==> config.mk <==
export PLATFORM = sky130hd
export DESIGN_NAME = mux_rr4
export DESIGN_NICKNAME = d
export VERILOG_FILES = /design/src/rtl/mux_rr4.sv
export SDC_FILE = /design/constraint.sdc
export NUM_CORES = 1
export LEC_CHECK = 0
export BUFFER_PORTS_ARGS = -buffer_cell sky130_fd_sc_hd__buf_4
export CAP_MARGIN = 20
export CORE_ASPECT_RATIO = 1.2
export CORE_MARGIN = 2
export CORE_UTILIZATION = 40
export DETAILED_ROUTE_END_ITERATION = 10
export PLACE_DENSITY = 0.78
export SLEW_MARGIN = 20
export SYNTH_ARGS = -nofsm -noshare
export SYNTH_HDL_FRONTEND = slang
export SYNTH_SLANG_ARGS = --single-unit
==> constraint.sdc <==
create_clock -name clk -period 2.1 [get_ports clk]
set_input_delay 0.525 -clock clk [delete_from_list [all_inputs] [get_ports clk]]
set_output_delay 0.525 -clock clk [all_outputs]
set_load 0.01 [all_outputs]
==> src/rtl/mux_rr4.sv <==
// Four-input valid/ready round-robin merger with a registered output stage.
// {s1,s0} tags each output beat with the channel it came from.
module mux_rr4 #(
  parameter int WIDTH = 8
) (
  input  logic             clk,
  input  logic             rst_n,
  input  logic [WIDTH-1:0] i0,
  input  logic [WIDTH-1:0] i1,
  input  logic [WIDTH-1:0] i2,
  input  logic [WIDTH-1:0] i3,
  input  logic             iv0,
  input  logic             iv1,
  input  logic             iv2,
  input  logic             iv3,
  output logic             ir0,
  output logic             ir1,
  output logic             ir2,
  output logic             ir3,
  output logic [WIDTH-1:0] y,
  output logic             yv,
  input  logic             yr,
  output logic             s1,
  output logic             s0
);

  logic [WIDTH-1:0] din [4];
  logic [3:0]       iv_vec;
  logic [3:0]       ir_vec;

  logic [WIDTH-1:0] y_q, y_d;
  logic             yv_q, yv_d;
  logic [1:0]       sel_q, sel_d;
  logic [1:0]       ptr_q, ptr_d;

  logic [1:0]       gnt;
  logic             req_any;
  logic             ld;
  logic             hs;

  assign din[0] = i0;
  assign din[1] = i1;
  assign din[2] = i2;
  assign din[3] = i3;
  assign iv_vec = {iv3, iv2, iv1, iv0};

  // Walk from the farthest offset back to ptr so the nearest requester wins.
  always_comb begin
    logic [1:0] idx;
    gnt     = ptr_q;
    req_any = 1'b0;
    idx     = ptr_q;
    for (int off = 3; off >= 0; off--) begin
      idx = ptr_q + 2'(off);
      if (iv_vec[idx]) begin
        gnt     = idx;
        req_any = 1'b1;
      end
    end
  end

  assign ld     = ~yv_q | yr;
  assign hs     = rst_n & req_any & ld;
  assign ir_vec = hs ? (4'b0001 << gnt) : 4'b0000;

  assign ir0 = ir_vec[0];
  assign ir1 = ir_vec[1];
  assign ir2 = ir_vec[2];
  assign ir3 = ir_vec[3];

  always_comb begin
    y_d   = y_q;
    yv_d  = yv_q;
    sel_d = sel_q;
    ptr_d = ptr_q;
    if (hs) begin
      y_d   = din[gnt];
      sel_d = gnt;
      yv_d  = 1'b1;
      ptr_d = gnt + 2'd1;
    end else if (yr) begin
      yv_d  = 1'b0;
    end
  end

  always_ff @(posedge clk) begin
    if (!rst_n) begin
      y_q   <= '0;
      yv_q  <= 1'b0;
      sel_q <= 2'd0;
      ptr_q <= 2'd0;
    end else begin
      y_q   <= y_d;
      yv_q  <= yv_d;
      sel_q <= sel_d;
      ptr_q <= ptr_d;
    end
  end

  assign y  = y_q;
  assign yv = yv_q;
  assign s1 = sel_q[1];
  assign s0 = sel_q[0];

endmodule

-- After elaboration in Yosys (flattened, before gate mapping)
Index checks and enable logic that the tools add are counted.
- output and inout bits: 15
- bits in registers: 13
- logic and storage cells: 42
- input port bits: 39
- mux-type cells: 22
- $add $sub $neg: 4
- reductions and logical operators: 1
- shift-type cells: 1
- bitwise operators: 5
- $lt $le $gt $ge: 5
- operator list (operator ; count):
    8-bit binary-select mux with 2-bit select ; 1
    8-bit two-way mux ; 2
    2-bit by 3-bit < comparator with 1-bit output, second input constant ; 4
    1-bit two-way mux ; 10
    1-bit binary-select mux with 2-bit select ; 4
    2-bit two-way mux ; 4
    2-bit by 1-bit adder with 2-bit output, second input constant ; 2
    2-bit adder, second input constant ; 2
    4-bit two-way mux ; 1
    1-bit by 2-bit << shifter with 4-bit output, first input constant ; 1
    3-bit >= comparator, second input constant ; 1
    2-bit NOT with 3-bit output ; 1
    1-bit bitwise AND ; 2
    2-bit nonzero test ; 1
    1-bit NOT ; 1
    1-bit OR ; 1

-- Depth between registers and ports, before layout
- depth in word-level cells: 11
- depth in mapped cells: 7
- gate-level depth less buffers: 5

-- Worst setup path before layout
OpenSTA, ideal clock, no wires.
- path kind: input-to-output
- start: input iv0
- end: output ir1
- slack: 14 ps
- data required time: 1575 ps
- stages on the path: 6
- data arrival time: 1561 ps
- path buffers: 1
- path through: or2b_1 nand2_2 a221oi_4 buf_6 inv_1 nor2_1
- longest elaborated chain between the ends: 9
- elaborated cells between the ends (all ways): 20
- classes of those cells: shift (1); mux (17); bitwise (2)
- RTL lines (what ; RTL line ; RTL):
    start: declaration ; 12 ; input logic iv0,
    1-bit binary-select mux with 2-bit select ; 55 ; if (iv_vec[idx]) begin
    1-bit two-way mux (not written as such) ; 55 ;
    1-bit two-way mux (4 in a row) ; 55 ;
    1-bit bitwise AND (2 in a row) ; 63 ; assign hs = rst_n & req_any & ld;
    4-bit two-way mux (*) ; 64 ; assign ir_vec = hs ? (4'b0001 << gnt) : 4'b0000;
    end: declaration ; 17 ; output logic ir1,
Every way passes the cells marked *; elsewhere a longest branch is shown, timed or not. The select of a mux whose other input is x is not followed.

-- Final worst setup path
- start: input iv3
- end: output ir1
- longest elaborated chain between the ends: 9
- elaborated cells between the ends (all ways): 20
- classes of those cells: shift (1); mux (17); bitwise (2)
- RTL lines (what ; RTL line ; RTL):
    start: declaration ; 15 ; input logic iv3,
    1-bit binary-select mux with 2-bit select ; 55 ;
    1-bit two-way mux (not written as such) ; 55 ;
    1-bit two-way mux (4 in a row) ; 55 ;
    1-bit bitwise AND (2 in a row) ; 63 ;
    4-bit two-way mux (*) ; 64 ;
Marks and branches as above.

==> qor.csv <==
stage;metric;value;unit
outcome;status;finished, violations left;
outcome;failing checks;setup timing;
synthesis;register area share after synthesis;32.3;%
min_path;type of the tightest min-delay check;register to register;
die;Die W;45.0;um
setup_path;Critical R2R Launch;ptr_q[0]$_SDFFE_PN0P_;
clock_tree;Root Driver;clkbuf_4;
setup_path;Worst R2R Setup Slack;0.35;ns
detailed_routing;routed len/inst;13.0;um
die;chip height;53.2;um
power_and_ir_drop;Comb power frac;47.4;%
synthesis;Post-synth EDFFs;0;
place;placed cell areas;0.00128;mm2
power_and_ir_drop;Sequential Power Share;35.1;%
synthesis;count leader, synth;mux2i_1;
sta;Final Setup Violations;1;
synthesis;Post-Synthesis Cells;88;
global_routing;initial antenna violation count;0;
synthesis;synth unique cells;28;
synthesis;Synth Net Count;127;
detailed_routing;drt pass-1 iters;3;
setup_path;worst endpoint data arrival time;1.61;ns
global_routing;total grt overflow;0;
run;MaxCap Viol Count;0;
layout;Final Instance Count excl. Fillers;176;
synthesis;ys flop type;dfxtp_1;
global_routing;largest net degree at the start of global routing;9;
synthesis;total number of yosys warnings;0;
synthesis;Seq cells post-synth;13;
layout;# fillers;150;
place;dpl ws;-0.104;ns
synthesis;top-area cell type share of the netlist area;32.3;%
layout;Final nets;197;
die;Starting Density;43.0;%
die;area of the core;0.00187;mm2
setup_path;Critical Path Fanout Max;6;
die;# IOs;54;
power_and_ir_drop;internal power;0.613;mW
sta;final max-slew violation count;0;
setup_path;CP max-delay cell;or2_1;
power_and_ir_drop;peak supply drop;0.425;mV
detailed_routing;total wire length;2.29;mm
setup_path;Crit. End Element;primary output;
sta;Peak Freq;469;MHz
synthesis;leading area contributor after synthesis;dfxtp_1;
min_path;Worst Hold Launch;y[2]$_SDFFE_PN0P_;
detailed_routing;post-route ant nets;0;
sta;worst slew pin tran;0.303;ns
clock_tree;TritonCTS clock tree;yes;
detailed_routing;DR vias;924;
clock_tree;H-tree depth;1;
power_and_ir_drop;Net Sw Frac;32.1;%
sta;Final Hold Viols;0;
clock_tree;CTS Sinks;13;
clock_tree;worst-skew pair later-pin latency;0.28;ns
synthesis;synth cell count leaders;mux2i_1, dfxtp_1, nand2_1;
sta;Min Hold Slack;0.469;ns
layout;fin area;0.00138;mm2
synthesis;ys async rst share;0;%
layout;ant diodes;0;
die;Total Die Area;0.00239;mm2
sta;RSZ-0062 raised after global routing;true;
synthesis;Synth area leaders;dfxtp_1, mux2i_1, o221ai_1;
layout;share of cells above drive strength 1;51.6;%
detailed_routing;vias per cell;5.25;
setup_path;critical path class;input pin to primary output;
layout;area grow syn2layout;70.8;%
die;row cnt;17;
sta;crit share post-route;101;%
global_routing;Tot GR Track Use;20.8;%
clock_tree;clock buffer depth;2;
place;placed insts;168;
power_and_ir_drop;switching pwr;0.290;mW
detailed_routing;DRC;0;
sta;Setup TNS;-0.0310;ns
sta;Worst Skew;0.00322;ns
setup_path;CP bufs+invs;2;
place;Port Buf Inserts;53;
sta;worst setup margin;-0.0310;ns
detailed_routing;Iter 0 DRT Violations;16;
place;dpl hpwl;1.90;mm
sta;Final min period;2.13;ns
synthesis;Post-Syn Area per Cell;9.16;um2
synthesis;Syn Std Cell Area;806;um2
setup_path;crit path launch;iv3;
sta;Slew HR;79.8;%
setup_path;worst path required time;1.57;ns
setup_path;Critical Path Start Type;input pin;
clock_tree;CTS Buf Count;3;
global_routing;first-pass GRT wire length;3.66;mm
setup_path;crit-path max cell delay;0.25;ns
power_and_ir_drop;clock power share;17.6;%
setup_path;Top Family by Delay on Critical Path;simple AND/OR/NAND/NOR gates;
place;Final GP Congestion;0.736;
clock_tree;# hold bufs at CTS;0;
clock_tree;clk slew on worst S/H paths;0.08;ns
power_and_ir_drop;pwr/cell area;657;mW/mm2
power_and_ir_drop;Leak;0.686;nW
global_routing;vias in the first global route;913;
setup_path;critical path cell sequence;buf_8 -> nor3_2 -> a31oi_1 -> a22o_1 -> or2_1 -> nor2_1 -> buf_4;
kinds of logic after synthesis:
logic type,Yosys count,synth area share [%]
and+or+nand+nor,26,15.1
AOI/OAI and AO/OA,20,21.1
muxes,18,22.4
DFF,13,32.3
buffers and inverters,10,8.07
xor gates and xnor gates,1,1.09
state kept, by name, indices dropped and copies added (netlist names):
signal,cells
sel_q,2
yv,1
y,8
ptr_q,2
worst paths after layout:
check,depth (start not counted),endpoint
worst max-delay path,7,ir1
worst min-delay path,2,y[2]$_SDFFE_PN0P_
worst min register to register,2,y[2]$_SDFFE_PN0P_
worst max register to register,7,y[0]$_SDFFE_PN0P_
timing repair:
item	CTS	global route
resized for setup	8	2
buffers inserted	3	1
pin swaps	5	4
hold endpoints to repair	0	0
endpoints found under the setup margin	4	4
metrics by stage:
step / power, mW / utilization (%)
2_1_floorplan: 0.549 / -
3_3_place_gp: 0.711 / 68.3
3_5_place_dp: 0.724 / 68.3
4_1_cts: 0.907 / 72.5
5_1_grt: 0.968 / 73.5
6_report: 0.904 / 73.5
cells in the final DEF, fill, tap and decap left out, types with 2 or more instances in the layout:
cell type	n
o221ai_1	8
nand2_1	12
nor2b_1	3
nor2_1	4
o22ai_1	2
inv_1	5
mux2i_1	18
buf_4	67
buf_8	2
a21oi_1	3
dfxtp_1	12
clkbuf_4	3
per-layer routing:
metal	vias up	share of wire, %	global-route usage, %
met1	433	35	21.4
met2	28	59	39.0
met5	-	0	0
li1	458	-	-
met4	0	1.8	9.80
met3	5	4.5	3.75
power groups by stage:
stage / Combinational (mW) / Sequential [mW] / Clock (mW)
detailed placement: 0.400 / 0.324 / 0
finish: 0.428 / 0.317 / 0.159
floorplan: 0.220 / 0.330 / 0
global placement: 0.390 / 0.321 / 0
CTS: 0.428 / 0.317 / 0.163
global route: 0.464 / 0.325 / 0.180
worst register-to-register path, cell delays in order (launching register included):
cell and delay [ns]:
dfxtp_1 0.36, nand2b_4 0.14, nand2_2 0.06, a221oi_4 0.36, buf_4 0.18, buf_4 0.18
mux2i_1 0.21, o221ai_1 0.14
cell type report:
class	count	area [um2]	share of cell area (%)
clock buffers	4	26.3	1.91
inverters	5	18.8	1.36
multi-input cells	65	499	36.3
flip-flops and latches	13	264	19.2
well taps	19	23.8	1.73
repair buffers	70	544	39.5
Power figures use the tool's default switching activity.
